[config.mk]
export PLATFORM = sky130hd
export DESIGN_NAME = sat_counter
export DESIGN_NICKNAME = d
export VERILOG_FILES = /design/src/rtl/sr_ff_checker_sat_counter.sv
export SDC_FILE = /design/constraint.sdc
export NUM_CORES = 1
export LEC_CHECK = 0
export CAP_MARGIN = 20
export CORE_MARGIN = 2
export CORE_UTILIZATION = 25
export CTS_CLUSTER_DIAMETER = 100
export DETAILED_ROUTE_END_ITERATION = 6
export PLACE_DENSITY_LB_ADDON = 0.3
export SLEW_MARGIN = 40
export SYNTH_ARGS = -nofsm -noshare
export SYNTH_HDL_FRONTEND = slang
export SYNTH_SLANG_ARGS = --single-unit
[constraint.sdc]
create_clock -name clk -period 3.9 [get_ports clk]
set_input_delay 0.78 -clock clk [delete_from_list [all_inputs] [get_ports clk]]
set_output_delay 0.78 -clock clk [all_outputs]
set_load 0.005 [all_outputs]
[src/rtl/sr_ff_checker_sat_counter.sv]
// Saturating up-counter with synchronous clear.
// Holds at all-ones instead of wrapping.
module sat_counter #(
    parameter int W = 8
) (
    input  logic         clk,
    input  logic         rst,
    input  logic         clr,
    input  logic         inc,
    output logic [W-1:0] cnt
);

    always_ff @(posedge clk or posedge rst) begin
        if (rst) begin
            cnt <= '0;
        end else if (clr) begin
            cnt <= '0;
        end else if (inc && (cnt != '1)) begin
            cnt <= cnt + 1'b1;
        end
    end

endmodule

# --- Yosys cells after proc, flatten, opt, wreduce, memory -nomap -nowiden ---
# Cells that the tools add are included.
op_classes:
  eq_ne: 1
  muxes: 2
  add_sub_neg: 1
  reduce_logical: 2
op_table:
  columns: ["operator", "count"]
  rows:
  - ["8-bit 2-to-1 mux", 2]
  - ["8-bit by 1-bit adder with 8-bit output, second input constant", 1]
  - ["8-bit inequality test, second input constant", 1]
  - ["2-bit nonzero test", 1]
  - ["1-bit logical AND", 1]
word_totals:
  inputBits: 4
  regBits: 8
  out_inout_bits: 8
  elab_cells: 7

# --- Logic depth before layout (Yosys ltp) ---
logic_depth:
  depth_word: 4
  mapped_depth: 4
  depth_no_buf: 4

# --- Worst setup path before layout ---
# No wires, ideal clock.
synth_timing:
  path_kind: "input to register"
  start: "in inc"
  end: "reg cnt[5]"
  setup_slack_ps: 2285
  cell_stages: 3
  arrival_ps: 1490
  required_ps: 3775
  path_buffers: 0
  path_cell_list: "nand4_1 > a211oi_2 > mux2_4"
synth_via:
  elab_chain_cells: 2
synth_rtl:
  columns: ["item", "line_no", "rtl"]
  rows:
  - ["from (decl)", "9", "input logic inc,"]
  - ["1-bit logical AND", "18", "end else if (inc && (cnt != '1)) begin"]
  - ["2-bit nonzero test (no line)", null, null]
  - ["to (signal assigned)", "19", "cnt <= cnt + 1'b1;"]
  - ["to (decl)", "10", "output logic [W-1:0] cnt"]
# Every way passes these cells.
# A chain may end at the register's enable or synchronous reset.

# --- Final worst setup path ---
layout_timing:
  start: "reg cnt[3]"
  end: "out cnt[3]"
# No word-level cell between the ends.

==> metrics <==
die area 0.00239 mm^2; Crit Path Category flip-flop to primary output; unrepaired setup endpoints after global routing no; worst vdd ir 0.148 mV; worst-skew pair later-pin latency 0.26 ns; final setup violation count 0; clk buf depth 2; number of post-CTS setup repair buffers 0; first-pass GRT wire length 1700 um; CTS tree built; clock sinks 8; R2R Setup Slk 2.24 ns; worst setup path endpoint cnt[3]; final WL 1050 um; Worst path depth 1; Initial Util 26.2%; Setup TNS Final 0 ns; hpwl dp 812 um; worst-margin pin slew 0.346 ns; core box area 0.00192 mm^2; die width 48.9 um; Worst Reg-to-Reg Cells 4; Root Buffer Master clkbuf_4; drt wl/cell 11.9 um; via density per instance 4.85; pin count of the biggest net entering global routing 11; DR DRC count 0; I/O pin cnt 12; Synth Area per Inst 10.3 um^2; Netlist cell types 25; Top Registers cnt: 8 flops; Routed Antenna Nets 0; status completed; Area Growth Syn to Fin 30.0%; startpoint types flip-flop; synth warn 0; layout cell share with drive strength beyond 1 18.0%; Fin. Hold Viols 0; Worst Setup End Kind primary output; Overflow after GRT 0; Synth Net Count 54; max reg flops 8; critical path's top delay family buffers and inverters; Synth Instances 49; Hold WS 0.594 ns; CTS Buf Count 3; pwr dens 259 mW/mm^2; maximum level of the CTS H-tree 1; relative slew slack 76.9%; Clk pin slew, worst setup/hold paths 0.05 ns; hold crit path type flip-flop to flip-flop; Fin Clk Skew 0.00287 ns; Biggest register cnt; vias in the first global route 399; Worst Path Max Fanout 7; static leakage 0.286 nW; RePlAce Congestion 0.706; row cnt 16; Chip Height 48.9 um; iteration count of the initial detailed-routing pass 4; Synth Register Bits 8; total global-route track usage 9.99%; WP data arrival 1.25 ns; post-synthesis cell area 504 um^2; nets 68; Reg-to-Reg Start cnt[0]; Antenna diodes 0; hold depth 2; final-report max-slew violation count 0; Tmin final 2.03 ns; sequential-to-total area share from yosys stat 39.7%; Worst path slowest cell clkdlybuf4s50_1; Final period util 51.9%; CP startpoint cnt[3]; Port Buffers 11; crit path buf inv count 1; routed via count 427; fmax 494 MHz; Max-Cap Viols 0; CTS Hold Bufs 0; required time worst endpoint 3.12 ns; CP cell instances clkdlybuf4s50_1; cts repair resizes 0; initial antenna violation count 0; crit-path max cell delay 0.54 ns; First DRT Iteration DRCs 6; RR Endpoint cnt[5]
-- metal layers --
layer	share of wire (%)	vias to the layer above	GRT usage (%)
met5	0	-	0
met4	2.1	0	7.14
met3	7.3	2	6.13
met2	46	14	14.4
met1	45	207	10.7
li1	-	204	-
-- stage by stage --
stage          instances  util (%)  power [mW]  worst slack [ns]  area (um^2)
3_3_place_gp          85      32.9       0.108              1.68          633
5_1_grt               88      34.1       0.179              1.80          656
3_5_place_dp          85      32.9       0.108              1.66          633
6_report              88      34.1       0.170              1.87          656
4_1_cts               88      34.1       0.173              1.86          656
2_1_floorplan         49         -      0.0985              2.29          504
-- logic make-up after synthesis --
logic type,share of synthesized area [%]
adders and majority gates,2.48
muxes,13.9
AOI/OAI and AO/OA,15.6
and+or+nand+nor,23.8
DFF,39.7
buffers and inverters,4.47
-- worst min-delay path, cell delays in order, from the launching register on --
cell and delay (ns):
dfrtp_1 0.41, nand2_1 0.08, mux2i_1 0.06
-- area by class of cell --
cell class | count | area (um^2)
inverters | 2 | 7.51
fillers | 210 | 1270
repair buffers | 11 | 110
multi-input cells | 37 | 282
clock buffers | 3 | 22.5
flip-flops and latches | 8 | 200
well taps | 27 | 33.8
-- power breakdown --
group	internal (mW)	switching, mW
combinational	0.0105	0.00829
clock	0.0352	0.0280
sequential	0.0851	0.00268
-- worst min-delay path by stage --
stage | from | endpoint
2_1_floorplan | cnt[1] | cnt[1]
3_3_place_gp | cnt[1] | cnt[1]
3_5_place_dp | cnt[1] | cnt[1]
4_1_cts | cnt[1] | cnt[1]
5_1_grt | cnt[1] | cnt[1]
6_report | cnt[1] | cnt[1]
-- cell usage after synthesis --
master / n / area (um^2)
o211a_1: 1 / 10.0
nor3_1: 1 / 5.00
mux2i_1: 1 / 10.0
inv_1: 2 / 7.51
nor2_1: 4 / 15.0
nand2b_1: 1 / 6.26
nand2_1: 4 / 15.0
a21oi_2: 2 / 17.5
nand3_1: 2 / 10.0
a21boi_2: 1 / 11.3
and2b_1: 1 / 7.51
buf_6: 1 / 11.3
mux2_4: 4 / 60.1
nand4b_1: 1 / 8.76
a21oi_1: 2 / 10.0
nand4_1: 2 / 12.5
nor2b_1: 4 / 25.0
ha_1: 1 / 12.5
and4_1: 1 / 8.76
a211oi_2: 1 / 12.5
o21bai_1: 1 / 7.51
and3_1: 1 / 6.26
clkbuf_1: 1 / 3.75
o311a_1: 1 / 10.0
dfrtp_1: 8 / 200
-- placed cells by master, fill, tap and decap left out --
cell,synthesis,final
a21oi_2,2,2
dfrtp_1,8,8
nor2_1,4,4
a211oi_2,1,1
and2b_1,1,1
nand3_1,2,2
and3_1,1,1
nor3_1,1,1
o21bai_1,1,1
clkdlybuf4s50_1,0,11
mux2i_1,1,1
o211a_1,1,1
a21oi_1,2,2
nor2b_1,4,4
o311a_1,1,1
and4_1,1,1
ha_1,1,1
nand2_1,4,4
nand4_1,2,2
a21boi_2,1,1
nand2b_1,1,1
clkbuf_4,0,3
mux2_4,4,4
nand4b_1,1,1
inv_1,2,2
No activity file was read; power rests on OpenSTA's default activity.
